**src/rtl/neg_priority_encoder_4x2_if.sv**
```systemverilog
// Request/report bus of the active-low 4-to-2 priority encoder.
interface neg_priority_encoder_4x2_if #(
   parameter int unsigned COUNT_W = 8
);
   logic               en;
   logic [3:0]         d_n;
   logic               out_ready;
   logic [1:0]         code;
   logic               valid;
   logic               multi;
   logic               busy;
   logic [COUNT_W-1:0] evt_count;

   // Producer of requests / consumer of reports
   modport master (
      output en, d_n, out_ready,
      input  code, valid, multi, busy, evt_count
   );

   // The encoder itself
   modport slave (
      input  en, d_n, out_ready,
      output code, valid, multi, busy, evt_count
   );
endinterface

```
**src/rtl/neg_priority_encoder_4x2.sv**
```systemverilog
// Registered 4-to-2 priority encoder for active-low request lines.
// One report per press: after a handshake it waits for every line to release.
module neg_priority_encoder_4x2 #(
   parameter int unsigned SYNC_STAGES = 2,   // legal range 1..4
   parameter int unsigned COUNT_W     = 8,
   parameter int unsigned MSB_PRIO    = 1
) (
   input logic                      clk,
   input logic                      rst,
   neg_priority_encoder_4x2_if.slave bus
);

   typedef enum logic [1:0] {
      IDLE    = 2'd0,
      HOLD    = 2'd1,
      RELEASE = 2'd2
   } state_t;

   state_t             r_state;
   logic [3:0]         r_sync [SYNC_STAGES];
   logic [1:0]         r_code;
   logic               r_valid;
   logic               r_multi;
   logic               r_busy;
   logic [COUNT_W-1:0] r_cnt;

   logic [3:0]         w_act;
   logic [1:0]         w_code;
   logic               w_multi;

   assign w_act = ~r_sync[SYNC_STAGES-1];

   // Synchroniser chain; resets to "no line asserted"
   always_ff @(posedge clk or posedge rst) begin
      if (rst) begin
         for (int i = 0; i < SYNC_STAGES; i++) r_sync[i] <= 4'hF;
      end else begin
         r_sync[0] <= bus.d_n;
         for (int i = 1; i < SYNC_STAGES; i++) r_sync[i] <= r_sync[i-1];
      end
   end

   // Priority index of the asserted lines; the last hit in the scan wins
   always_comb begin
      w_code = 2'd0;
      if (MSB_PRIO != 0) begin
         for (int i = 0; i < 4; i++) begin
            if (w_act[i]) w_code = 2'(i);
         end
      end else begin
         for (int i = 3; i >= 0; i--) begin
            if (w_act[i]) w_code = 2'(i);
         end
      end
   end

   // More than one line asserted: clearing the lowest set bit leaves something
   assign w_multi = ((w_act & (w_act - 4'd1)) != 4'd0);

   // Capture / handshake / release FSM with registered outputs
   always_ff @(posedge clk or posedge rst) begin
      if (rst) begin
         r_state <= IDLE;
         r_code  <= 2'd0;
         r_valid <= 1'b0;
         r_multi <= 1'b0;
         r_busy  <= 1'b0;
         r_cnt   <= '0;
      end else begin
         case (r_state)
            IDLE: begin
               if (bus.en && (w_act != 4'd0)) begin
                  r_code  <= w_code;
                  r_multi <= w_multi;
                  r_valid <= 1'b1;
                  r_busy  <= 1'b1;
                  r_state <= HOLD;
               end
            end
            HOLD: begin
               // valid is always high here, so ready alone completes the handshake
               if (bus.out_ready) begin
                  r_valid <= 1'b0;
                  if (r_cnt != {COUNT_W{1'b1}}) r_cnt <= r_cnt + COUNT_W'(1);
                  r_state <= RELEASE;
               end
            end
            RELEASE: begin
               if (w_act == 4'd0) begin
                  r_busy  <= 1'b0;
                  r_state <= IDLE;
               end
            end
            default: begin
               r_valid <= 1'b0;
               r_busy  <= 1'b0;
               r_state <= IDLE;
            end
         endcase
      end
   end

   assign bus.code      = r_code;
   assign bus.valid     = r_valid;
   assign bus.multi     = r_multi;
   assign bus.busy      = r_busy;
   assign bus.evt_count = r_cnt;

endmodule

```
**src/flat_wrapper.sv**
```systemverilog
// flat-port wrapper written by rule: the top's interface ports become plain ports
module neg_priority_encoder_4x2_flat 
#(
   parameter int unsigned SYNC_STAGES = 2,                      
   parameter int unsigned COUNT_W     = 8,
   parameter int unsigned MSB_PRIO    = 1
)
  (clk, rst, bus_en, bus_d_n, bus_out_ready, bus_code, bus_valid, bus_multi, bus_busy, bus_evt_count);
  neg_priority_encoder_4x2_if #(.COUNT_W(COUNT_W)) bus_i ();
  input logic clk;
  input logic rst;
  input wire logic [$bits(bus_i.en)-1:0] bus_en;
  input wire logic [$bits(bus_i.d_n)-1:0] bus_d_n;
  input wire logic [$bits(bus_i.out_ready)-1:0] bus_out_ready;
  output wire logic [$bits(bus_i.code)-1:0] bus_code;
  output wire logic [$bits(bus_i.valid)-1:0] bus_valid;
  output wire logic [$bits(bus_i.multi)-1:0] bus_multi;
  output wire logic [$bits(bus_i.busy)-1:0] bus_busy;
  output wire logic [$bits(bus_i.evt_count)-1:0] bus_evt_count;
  assign bus_i.en = bus_en;
  assign bus_i.d_n = bus_d_n;
  assign bus_i.out_ready = bus_out_ready;
  assign bus_code = bus_i.code;
  assign bus_valid = bus_i.valid;
  assign bus_multi = bus_i.multi;
  assign bus_busy = bus_i.busy;
  assign bus_evt_count = bus_i.evt_count;
  neg_priority_encoder_4x2 #(.SYNC_STAGES(SYNC_STAGES), .COUNT_W(COUNT_W), .MSB_PRIO(MSB_PRIO)) u_core (.clk(clk), .rst(rst), .bus(bus_i));
endmodule
```
**config.mk**
```make
export PLATFORM = sky130hd
export DESIGN_NAME = neg_priority_encoder_4x2_flat
export DESIGN_NICKNAME = d
export VERILOG_FILES = /design/src/rtl/neg_priority_encoder_4x2_if.sv /design/src/rtl/neg_priority_encoder_4x2.sv /design/src/flat_wrapper.sv
export SDC_FILE = /design/constraint.sdc
export NUM_CORES = 1
export LEC_CHECK = 0
export ABC_AREA = 1
export CORE_UTILIZATION = 50
export CTS_CLUSTER_DIAMETER = 50
export DETAILED_ROUTE_END_ITERATION = 8
export PLACE_DENSITY = 0.78
export SLEW_MARGIN = 15
export SYNTH_ARGS = -nofsm -noshare
export SYNTH_HDL_FRONTEND = slang
export SYNTH_SLANG_ARGS = --single-unit
```
**constraint.sdc**
```tcl
create_clock -name clk -period 3.15 [get_ports clk]
set_input_delay 0.4725 -clock clk [delete_from_list [all_inputs] [get_ports clk]]
set_output_delay 0.4725 -clock clk [all_outputs]
set_load 0.05 [all_outputs]
```
==> results of run 1 <==
## flip-flops by register name (all words and copies together) (netlist names)
register / count
u_core.bus.busy: 1
u_core.bus.code: 2
u_core.bus.evt_count: 8
u_core.bus.multi: 1
u_core.bus.valid: 1
u_core.r_state: 2
u_core.r_sync: 8
## per-layer routing
layer	vias up	global-route usage [%]	part of all wire, %
li1	392	-	-
met3	4	3.53	4.9
met5	-	0	0
met1	341	25.2	46
met4	0	10.3	2.6
met2	22	28.9	47
## cell usage after synthesis (2+ instances only)
cell,number
nor2_1,8
xnor2_1,3
o21ai_0,7
nand3_1,2
nand2_1,46
nand3b_1,2
dfrtp_1,15
inv_1,11
dfstp_2,8
## power by group through the flow
stage / clock network (uW) / logic, uW / registers (uW)
finish: 136 / 481 / 427
global route: 154 / 524 / 439
CTS: 143 / 486 / 430
detailed placement: 0 / 484 / 434
global placement: 0 / 477 / 428
floorplan: 0 / 153 / 610
## cells by family after synthesis
logic type                 Yosys count  share of synthesized area (%)
buffers and inverters               12                           4.51
and+or+nand+nor                     63                           27.3
AOI/OAI and AO/OA                    9                           4.88
adders and majority gates            1                           1.25
xor gates and xnor gates             4                           3.51
DFF                                 23                           58.6
## area by class of cell
type                            instances  area [um2]  area share [%]
Clock inverter                          1        7.51           0.595
Multi-Input combinational cell         77         369            29.3
Tap cell                               25        31.3            2.48
Sequential cell                        23         586            46.4
Clock buffer                            3        22.5            1.79
Timing Repair Buffer                   20         200            15.9
Inverter                               12        45.0            3.57
## stage by stage
| step | std cells | worst slack [ns] | instance area, um2 | utilization, % | hold WS, ns |
|---|---|---|---|---|---|
| after floorplan | 112 | 1.53 | 1000 | - | 0.345 |
| after global placement | 157 | 1.42 | 1230 | 68.3 | 0.346 |
| after detailed placement | 157 | 1.42 | 1230 | 68.3 | 0.347 |
| after CTS | 161 | 1.04 | 1260 | 70.0 | 0.365 |
| after global routing | 161 | 0.996 | 1260 | 70.0 | 0.369 |
| final | 161 | 1.06 | 1260 | 70.0 | 0.365 |
## placed cells by master, fill, tap and decap left out
master	netlist	final
nand2_1	46	46
clkdlybuf4s50_1	0	20
dfrtp_1	15	15
inv_1	11	11
nor2_1	8	8
dfstp_2	8	8
o21ai_0	7	7
xnor2_1	3	3
clkbuf_4	0	3
nand3_1	2	2
nand3b_1	2	2
nand3_2	1	1
nor2_2	1	1
nand2_2	1	1
nand2_4	1	1
inv_2	1	1
nand3b_2	1	1
a21boi_0	1	1
xor2_1	1	1
o22ai_1	1	1
ha_1	1	1
clkinvlp_4	0	1
## path summary, 6_finish.rpt
| kind | from | endpoint | slack, ns | cells past startpoint |
|---|---|---|---|---|
| worst max-delay path | u_core.bus.evt_count[2] | bus_evt_count[2] | 1.06 | 1 |
| worst min-delay path | u_core.r_sync[4] | u_core.r_sync[0] | 0.36 | 0 |
| worst max register to register | u_core.bus.evt_count[0] | u_core.bus.evt_count[1] | 1.71 | 8 |
| worst min register to register | u_core.r_sync[4] | u_core.r_sync[0] | 0.36 | 0 |
| max in group asynchronous | rst | u_core.bus.code[1] | 2.04 | 2 |
| min in group asynchronous | rst | u_core.bus.evt_count[3] | 0.61 | 2 |
==> metrics, run 1 <==
status=finished clean; number of synthesized register bits=23; First-pass DRT Iterations=4; diode count=0; P_int=579 uW; peak ir drop on the vdd network=0.498 mV; Post-Syn Area per Cell=8.93 um2; Seq pwr share=40.9%; Syn-to-layout area delta=26.2%; Core ar.=1800 um2; Syn Inst Count=112; CP max stage cell=clkdlybuf4s50_1; Area contributors post-synth=dfrtp_1 38%, dfstp_2 21%, nand2_1 17%; Critical Path AT=1.62 ns; largest fanout on the critical path=6; library cells used by synthesis=19; worst hold path class=reg -> reg; critical path type=reg -> out; sequential fraction of the synthesis area=58.6%; fin nets=146; total CTS buffers=3; I/O pins=21; Final Power=1040 uW; sw power=465 uW; Max-cap violations=0; drt drc=0; final setup fails=0; hold-fix buffer count after cts=0; CTS Buffer Depth=2; CTS tree=done; first-pass GRT wire length=2770 um; post-CTS setup buffers=0; detailed placement HPWL=1230 um; fmax=0.478 GHz; Final Skew=0.00565 ns; Synth area leader=dfrtp_1; H-tree Lvls=1; Sw Ratio=44.6%; critical path, cell by cell=clkdlybuf4s50_1; total negative slack=0 ns; combinational fraction of design power=46.0%; wire length per cell=10.1 um; Die Footprint=2180 um2; Die W=46.7 um; clock share of power=13.1%; RSZ-0062 raised after global routing=false; final worst-path cycle share=66.5%; fin crit period=2.09 ns; total number of vias=759; max_slew headroom=45.5%; Filler Cells Inserted=150; vias in the first global route=619; Synth top area share=37.5%; Cell Area, Synth=1000 um2; CP Buf/Inv Count=1; syn nets=121; async set or reset register ratio after synthesis=100%; CTS clock-pin slew for the worst setup and hold paths=0.13 ns; Core Rows=15; Pwr per Cell Area=828 nW/um2; Total GRT Usage=18.8%; ratio of cells with drive above 1 in the final layout=13.2%; Final Hold Viols=0; required time worst endpoint=2.68 ns; clock sinks=23; Yosys Warn Count=0; initial antenna violation count=0; Routed WL=1630 um; Critical Path Max Stage Delay=0.84 ns; GR Overflow Total=0; CP Launch Type=flip-flop; Port Buffers=20; DRT iter0 DRCs=12; post-route ant nets=0; crit path capture type=primary output; EDFF count, synth=0; Skew-Pair Late Insertion Delay=0.31 ns; initial core utilization=55.5%; CTS root buf=clkbuf_4; DR vias/cell=4.71; largest net degree at the start of global routing=24; # resized after CTS=0; LEAKAGE=0.000614 uW; Worst path top cell family by delay=buffers and inverters; Synth Flop Type=dfrtp_1; Slew Viols, Final=0; Worst Tran Pin Value=0.816 ns; DIE HEIGHT=46.7 um; GP Congestion=0.750
Note: power is estimated with default switching activity, not from simulation.
==> run 2: changes to the inputs <==
--- a/config.mk
+++ b/config.mk
@@ -6,10 +6,10 @@
 export NUM_CORES = 1
 export LEC_CHECK = 0
 export ABC_AREA = 1
-export CORE_UTILIZATION = 50
+export CORE_UTILIZATION = 49
 export CTS_CLUSTER_DIAMETER = 50
 export DETAILED_ROUTE_END_ITERATION = 8
-export PLACE_DENSITY = 0.78
+export PLACE_DENSITY = 0.77
 export SLEW_MARGIN = 15
 export SYNTH_ARGS = -nofsm -noshare
 export SYNTH_HDL_FRONTEND = slang
==> constraint.sdc (replaced) <==
create_clock -name clk -period 2 [get_ports clk]
set_input_delay 0.3 -clock clk [delete_from_list [all_inputs] [get_ports clk]]
set_output_delay 0.3 -clock clk [all_outputs]
set_load 0.05 [all_outputs]
==> metrics, run 2 (synthesis gave the netlist of run 1 again) <==
status=finished clean; Slew Viols, Final=0 (unchanged); required time worst endpoint=1.70 ns (-0.98 ns); DIE HEIGHT=47.2 um (+0.97%); Max-cap violations=0 (unchanged); CTS root buf=clkbuf_4; initial core utilization=54.9% (-0.57 points); total CTS buffers=3 (unchanged); largest net degree at the start of global routing=24 (unchanged); GR Overflow Total=0 (unchanged); CTS clock-pin slew for the worst setup and hold paths=0.12 ns (about the same); fin nets=147 (+0.68%); CTS Buffer Depth=2 (unchanged); fin crit period=1.92 ns; clock sinks=23 (unchanged); peak ir drop on the vdd network=0.856 mV (+72%); Port Buffers=20 (unchanged); Worst Tran Pin Value=0.503 ns (-0.314 ns); total negative slack=0 ns (unchanged); Pwr per Cell Area=1290 nW/um2 (+56%); Routed WL=1720 um (+5.5%); Core Rows=15 (unchanged); Filler Cells Inserted=159 (+6.0%); CP max stage cell=clkdlybuf4s50_1; Die Footprint=2230 um2 (+2.0%); DRT iter0 DRCs=18 (+6); First-pass DRT Iterations=4 (unchanged); ratio of cells with drive above 1 in the final layout=13.9% (+0.63 points); CP Buf/Inv Count=1 (unchanged); total number of vias=774 (+2.0%); first-pass GRT wire length=2790 um (+1.0%); Critical Path AT=1.62 ns (about the same); Sw Ratio=44.5% (-0.050 points); H-tree Lvls=1 (unchanged); Syn-to-layout area delta=26.9%; Die W=47.2 um (+0.97%); GP Congestion=0.715 (-4.7%); critical path, cell by cell=clkdlybuf4s50_1; post-CTS setup buffers=0 (unchanged); area post-placement=1240 um2 (+0.61%); P_int=911 uW (+57%); most common cell after layout, fill and taps aside=nand2_1; RSZ-0062 raised after global routing=false; combinational fraction of design power=46.1% (about the same); worst hold path class=in -> async; Critical Path Max Stage Delay=0.84 ns (about the same); diode count=0 (unchanged); post-route ant nets=0 (unchanged); sw power=731 uW (+57%); wire length per cell=10.6 um (+4.9%); Final Power=1640 uW (+57%); I/O pins=21 (unchanged); final setup fails=0 (unchanged); DR vias/cell=4.78 (+1.3%); initial antenna violation count=0 (unchanged); clock share of power=12.9% (-0.2 points); Reg area=586 um2 (unchanged); critical path type=reg -> out; final worst-path cycle share=95.8%; Final Skew=0.00278 ns (-0.00287 ns); CTS tree=done; drt drc=0 (unchanged); Worst path top cell family by delay=buffers and inverters; Total GRT Usage=18.7% (-0.10 points); vias in the first global route=682 (+10%); largest fanout on the critical path=5 (-1); max_slew headroom=66.4% (+21 points); Final Hold Viols=0 (unchanged); final instance area=1270 um2 (+0.60%); Core ar.=1820 um2 (+1.0%); LEAKAGE=0.000638 uW (+3.8%); detailed placement HPWL=1260 um (+2.0%); most frequent cells in the layout=46 x nand2_1, 19 x clkdlybuf4s50_1, 15 x dfrtp_1; area occupied by multi-input gates=369 um2 (unchanged); crit path capture type=primary output; fmax=0.522 GHz; Skew-Pair Late Insertion Delay=0.31 ns (about the same); CP Launch Type=flip-flop; Seq pwr share=41.0% (about the same)
==> run 2: cell types whose count changed in the layout (fill, tap and decap cells not counted), sizes merged <==
cell / change
clkinv: +1
dlymetal6s2s: +1
buf: +1
clkinvlp: -1
clkdlybuf4s50: -1
==> run 2: routing by layer <==
metal | vias to the layer above | global-route usage (%) | part of all wire, %
met3 | 4 | 3.46 | 4.5
met5 | - | 0 | 0
li1 | 395 | - | -
met4 | 0 | 12.0 | 2.6
met1 | 353 | 24.5 | 47
met2 | 22 | 28.6 | 46
==> run 2: stage by stage <==
stage / cells / worst slack (ns) / util, % / hold slack, ns
2_1_floorplan: 112 / 0.380 / - / 0.296
3_3_place_gp: 158 / 0.433 / 68.0 / 0.346
3_5_place_dp: 158 / 0.411 / 68.0 / 0.347
4_1_cts: 162 / 0.0392 / 69.6 / 0.315
5_1_grt: 162 / 0.0251 / 69.7 / 0.351
6_report: 162 / 0.0842 / 69.7 / 0.316
==> run 2: cell type report <==
type                            count  area share [%]
Inverter                           12            3.55
Sequential cell                    23            46.2
Tap cell                           25            2.47
Clock inverter                      1           0.394
Timing Repair Buffer               21            16.6
Multi-Input combinational cell     77            29.1
Clock buffer                        3            1.78
==> run 2: power by group through the flow <==
stage                     logic [uW]  clock network, uW  registers (uW)
after floorplan                  241                  0             961
after global placement           748                  0             675
after detailed placement         762                  0             683
after CTS                        764                223             674
after global routing             821                236             688
final                            757                211             674
==> run 2: repair_timing <==
action | 4_1_cts | 5_1_grt
hold buffers | 0 | 0
setup endpoints to repair | 0 | 1
resized for setup | 0 | 1
==> run 2: path summary, 6_finish.rpt <==
| check | from | endpoint | slack (ns) | cells after the start |
|---|---|---|---|---|
| min in group clk | u_core.r_sync[5] | u_core.r_sync[1] | 0.36 | 0 |
| worst max register to register | u_core.bus.evt_count[0] | u_core.bus.evt_count[4] | 0.54 | 8 |
| max in group asynchronous | rst | u_core.r_sync[2] | 1.41 | 3 |
| worst min register to register | u_core.r_sync[5] | u_core.r_sync[1] | 0.36 | 0 |
| worst min-delay path | rst | u_core.bus.evt_count[1] | 0.32 | 3 |
| worst max-delay path | u_core.bus.evt_count[3] | bus_evt_count[3] | 0.08 | 1 |
